## src/rtl/unified_mem_arbiter.sv

```systemverilog
// Arbiter sharing one pipelined single-port RAM between instruction fetch (I) and load/store (D).
// Define ARB_PERF_CNT_EN to build the 32-bit stall counters; otherwise they read as zero.
module unified_mem_arbiter #(
    parameter int unsigned ADDR_W     = 32,
    parameter int unsigned DATA_W     = 32,
    parameter int unsigned MEM_LAT    = 1,
    parameter int unsigned STARVE_MAX = 3
) (
    input  logic              clk,
    input  logic              reset,
    input  logic              i_req,
    input  logic [ADDR_W-1:0] i_addr,
    input  logic              i_flush,
    output logic              i_gnt,
    output logic              i_rvalid,
    output logic [DATA_W-1:0] i_rdata,
    input  logic              d_req,
    input  logic              d_we,
    input  logic [ADDR_W-1:0] d_addr,
    input  logic [DATA_W-1:0] d_wdata,
    output logic              d_gnt,
    output logic              d_rvalid,
    output logic [DATA_W-1:0] d_rdata,
    output logic              mem_en,
    output logic              mem_we,
    output logic [ADDR_W-1:0] mem_addr,
    output logic [DATA_W-1:0] mem_wdata,
    input  logic [DATA_W-1:0] mem_rdata,
    output logic [31:0]       i_stall_cnt,
    output logic [31:0]       d_stall_cnt
);
    localparam int unsigned StarveW =
        ($clog2(STARVE_MAX + 1) < 2) ? 2 : $clog2(STARVE_MAX + 1);
    localparam logic [StarveW-1:0] StarveSat = StarveW'(STARVE_MAX);

    logic [StarveW-1:0] starve_q, starve_d;
    // Tag pipe: valid bit plus owner bit (1 = D) per outstanding read slot.
    logic [MEM_LAT-1:0] tag_vld_q, tag_vld_d;
    logic [MEM_LAT-1:0] tag_isd_q, tag_isd_d;
    logic [DATA_W-1:0]  i_rdata_q, d_rdata_q;
    logic               starved;
    logic               last_vld;

    always_comb begin
        starved   = i_req && (starve_q == StarveSat);
        i_gnt     = 1'b0;
        d_gnt     = 1'b0;
        if (!reset) begin
            if (starved) begin
                i_gnt = 1'b1;
            end else if (d_req) begin
                d_gnt = 1'b1;
            end else if (i_req) begin
                i_gnt = 1'b1;
            end
        end
        mem_en    = i_gnt | d_gnt;
        mem_we    = d_gnt & d_we;
        mem_addr  = '0;
        mem_wdata = '0;
        if (d_gnt) begin
            mem_addr  = d_addr;
            mem_wdata = d_wdata;
        end else if (i_gnt) begin
            mem_addr  = i_addr;
        end
    end

    always_comb begin
        starve_d = starve_q;
        if (i_gnt) begin
            starve_d = '0;
        end else if (i_req && (starve_q != StarveSat)) begin
            starve_d = starve_q + 1'b1;
        end
    end

    // A flush kills I-owned reads already in flight; a fetch granted this cycle is kept.
    always_comb begin
        tag_vld_d    = '0;
        tag_isd_d    = '0;
        tag_vld_d[0] = i_gnt | (d_gnt & ~d_we);
        tag_isd_d[0] = d_gnt;
        for (int k = 1; k < int'(MEM_LAT); k++) begin
            tag_vld_d[k] = tag_vld_q[k-1] & ~(i_flush & ~tag_isd_q[k-1]);
            tag_isd_d[k] = tag_isd_q[k-1];
        end
    end

    always_comb begin
        last_vld = tag_vld_q[MEM_LAT-1] & ~reset;
        i_rvalid = last_vld & ~tag_isd_q[MEM_LAT-1] & ~i_flush;
        d_rvalid = last_vld & tag_isd_q[MEM_LAT-1];
        i_rdata  = reset ? '0 : (i_rvalid ? mem_rdata : i_rdata_q);
        d_rdata  = reset ? '0 : (d_rvalid ? mem_rdata : d_rdata_q);
    end

    always_ff @(posedge clk) begin
        if (reset) begin
            starve_q  <= '0;
            tag_vld_q <= '0;
            tag_isd_q <= '0;
            i_rdata_q <= '0;
            d_rdata_q <= '0;
        end else begin
            starve_q  <= starve_d;
            tag_vld_q <= tag_vld_d;
            tag_isd_q <= tag_isd_d;
            if (i_rvalid) begin
                i_rdata_q <= mem_rdata;
            end
            if (d_rvalid) begin
                d_rdata_q <= mem_rdata;
            end
        end
    end

`ifdef ARB_PERF_CNT_EN
    logic [31:0] i_stall_q, d_stall_q;

    always_ff @(posedge clk) begin
        if (reset) begin
            i_stall_q <= '0;
            d_stall_q <= '0;
        end else begin
            if (i_req && !i_gnt) begin
                i_stall_q <= i_stall_q + 32'd1;
            end
            if (d_req && !d_gnt) begin
                d_stall_q <= d_stall_q + 32'd1;
            end
        end
    end

    assign i_stall_cnt = reset ? '0 : i_stall_q;
    assign d_stall_cnt = reset ? '0 : d_stall_q;
`else
    assign i_stall_cnt = '0;
    assign d_stall_cnt = '0;
`endif

endmodule

```

## config.mk

```make
export PLATFORM = sky130hd
export DESIGN_NAME = unified_mem_arbiter
export DESIGN_NICKNAME = d
export VERILOG_FILES = /design/src/rtl/unified_mem_arbiter.sv
export SDC_FILE = /design/constraint.sdc
export NUM_CORES = 1
export LEC_CHECK = 0
export ABC_AREA = 1
export ABC_CLOCK_PERIOD_IN_PS = 3900
export CAP_MARGIN = 30
export CORE_AREA = 4 4 126 128
export CTS_BUF_LIST = sky130_fd_sc_hd__clkbuf_8
export CTS_CLUSTER_DIAMETER = 120
export CTS_CLUSTER_SIZE = 40
export DETAILED_ROUTE_END_ITERATION = 6
export DIE_AREA = 0 0 130 132
export PLACE_DENSITY = 0.71
export SYNTH_ARGS = -nofsm -noshare
export SYNTH_HDL_FRONTEND = slang
export SYNTH_SLANG_ARGS = --single-unit
```

## constraint.sdc

```tcl
create_clock -name clk -period 3.9 [get_ports clk]
set_input_delay 0.78 -clock clk [delete_from_list [all_inputs] [get_ports clk]]
set_output_delay 0.78 -clock clk [all_outputs]
set_load 0.05 [all_outputs]
```

==> metrics.csv <==
stage,metric,value,unit
run_status,status,completed,
clocking,cts_tree,built,
clocking,numCtsBuffers,9,
sta,setup_violations,0,
power_and_ir_drop,power_density,293,nW/um^2
detailed_routing,dr.pass1.iters,5,
floorplan,fp.dieW,130,um
clocking,path_clk_slew,0.06,ns
yosys,ys_seq_elements,68,
clocking,clock_path_buffers,2,
yosys,syn_inst,692,
critical_path,cp-end-kind,output pin,
placement,place_area,6890,um^2
placement,gp_congestion,0.827,
global_routing,grtUsageTotal,18.7,%
clocking,clock_sink_count,68,
global_routing,grt_overflow_total,0,
sta,worst_pin_slew,0.875,ns
critical_path,worstSetupPathType,in2out,
min_path,min_path_type,reg2reg,
detailed_routing,initialDrtViolationCount,314,
finish,layout_commonest_cell,nand2_1,
clocking,root_buffer,clkbuf_8,
detailed_routing,vias,4797,
yosys,synth_cell_types,18,
floorplan,initial_core_util,28.5,%
yosys,synth_area,4240,um^2
sta,max-slew-margin-rel,41.6,%
global_routing,grt_max_degree,68,
clocking,postCtsResizedCells,0,
yosys,postSynthAreaPerCell,6.13,um^2
critical_path,required,3.12,ns
sta,fmax,304,MHz
sta,finalClockSkew,0.0102,ns
floorplan,row_count,45,
finish,seq_area,1360,um^2
clocking,post-cts-setup-buffers,0,
global_routing,grt_pass1_vias,4413,
critical_path,cp_top_family,buffers and inverters,
detailed_routing,wire_per_inst,15.1,um
finish,antenna_cells,0,
power_and_ir_drop,p_leak,3.60,nW
finish,layout_common_cells,"nand2_1 (199), clkdlybuf4s50_1 (132), buf_4 (109)",
critical_path,cp-start-kind,primary input,
floorplan,core,14900,um^2
sta,slew_violations,0,
sta,rsz0062_at_grt,no,
finish,fin_area,7090,um^2
critical_path,slowest_delay,0.44,ns
placement,dpl_worst_slack,0.643,ns
critical_path,path_max_fanout,25,
critical_path,cpMostUsedCell,buf_4,
floorplan,dieHeight,132,um
floorplan,io_pins,332,
detailed_routing,postRouteAntennaNets,0,
global_routing,antenna_found_initial,0,
power_and_ir_drop,vdd_ir_drop_max,0.130,mV
detailed_routing,drt_wl_total,17100,um
detailed_routing,drc,0,
critical_path,path_cells,"clkdlybuf4s50_1, buf_4, nand2_1, buf_4, nand4_1, nand2_1, buf_4",
finish,fin_nets,1070,
global_routing,grt_first_pass_wirelength,25200,um
sta,tns,0,ns
sta,min_period,3.29,ns
finish,multiInputGateArea,2010,um^2
placement,portBuffers,267,
clocking,hold_buffers,0,
floorplan,dieArea,17200,um^2
clocking,worstSkewPairLatency,0.35,ns
sta,fin_crit_sh,84.3,%
finish,drive_above_1_share,18.2,%
sta,hold_viol_final,0,
critical_path,cp_slowest_cell,clkdlybuf4s50_1,
flow_run,max-cap-violations,0,
sta,fin_ws,0.613,ns
finish,num-fill-cells,1537,
critical_path,cp_num_buf_inv,4,
yosys,synth.yosys.seq_area_share,32.1,%
critical_path,crit_arrival,2.51,ns
finish,area_growth,67.2,%
detailed_routing,viasPerCell,4.25,
placement,dpl.hpwl,13300,um
yosys,ys_warn_count,0,
clocking,htree_levels,3,
-- layout make-up --
| class | instances | area share, % |
|---|---|---|
| timing repair buffer | 279 | 40.7 |
| sequential | 68 | 19.2 |
| inverter | 107 | 5.66 |
| clock inverter | 5 | 0.723 |
| clock buffer | 11 | 2.13 |
| multi-input combinational | 470 | 28.3 |
| tap | 188 | 3.32 |
-- flip-flops by register name, indices dropped and copies added, names as in the netlist --
| name | flops |
|---|---|
| d_rdata_q | 32 |
| i_rdata_q | 32 |
| starve_q | 2 |
| tag_isd_q | 1 |
| tag_vld_q | 1 |
-- kinds of logic after synthesis --
family | after synthesis | synth area share (%)
AO/OA/AOI/OAI | 3 | 0.354
AND/OR/NAND/NOR | 402 | 41.0
flip-flops | 68 | 32.1
buffers and inverters | 217 | 26.2
other | 1 | 0.0884
adder cells (fa/ha/maj) | 1 | 0.295
-- final timing paths --
check                    from           end  slack, ns  cells after the start
hold / removal    starve_q[1]   starve_q[1]       0.47                      2
hold reg to reg   starve_q[1]   starve_q[1]       0.47                      2
setup reg to reg  starve_q[0]     tag_vld_q       2.29                      6
setup / recovery        d_req  mem_addr[24]       0.61                      7
-- worst min-delay path, stage by stage (launching register included) --
cell	delay [ns]
dfxtp_1	0.31
nand2_1	0.06
a21oi_1	0.05
-- cell usage after synthesis --
cell type	number	area, um^2
nand2_1	199	747
inv_2	3	11.3
inv_1	104	390
nand3_1	36	180
clkbuf_1	8	30.0
nand4_1	64	400
ha_1	1	12.5
a21oi_1	2	10.0
conb_1	1	3.75
nand3_2	1	10.0
buf_4	67	503
nand2_2	3	18.8
o21ai_0	1	5.00
buf_2	35	175
nor2_1	97	364
dfxtp_1	68	1360
nor2_4	1	11.3
nor2_2	1	6.26
-- metal layers --
layer,vias to the layer above,track usage [%],part of all wire [%]
li1,2468,-,-
met1,2108,23.0,39
met2,198,31.3,50
met3,23,4.62,7.9
met4,0,6.87,2.7
met5,-,0,0
-- report_power, final --
group | leakage [nW] | internal [mW] | switching [mW]
clock | 0.107 | 0.326 | 0.269
combinational | 2.94 | 0.260 | 0.504
sequential | 0.551 | 0.715 | 0.00590
-- through the flow --
| stage | instances | utilization (%) | hold WS, ns | total power, mW |
|---|---|---|---|---|
| finish | 1128 | 47.7 | 0.474 | 2.08 |
| global route | 1128 | 47.7 | 0.513 | 2.16 |
| CTS | 1128 | 47.7 | 0.478 | 2.10 |
| detailed placement | 1112 | 46.3 | 0.469 | 1.50 |
| global placement | 1112 | 46.3 | 0.458 | 1.50 |
| floorplan | 755 | - | 0.441 | 1.24 |
Power figures use the tool's default switching activity.
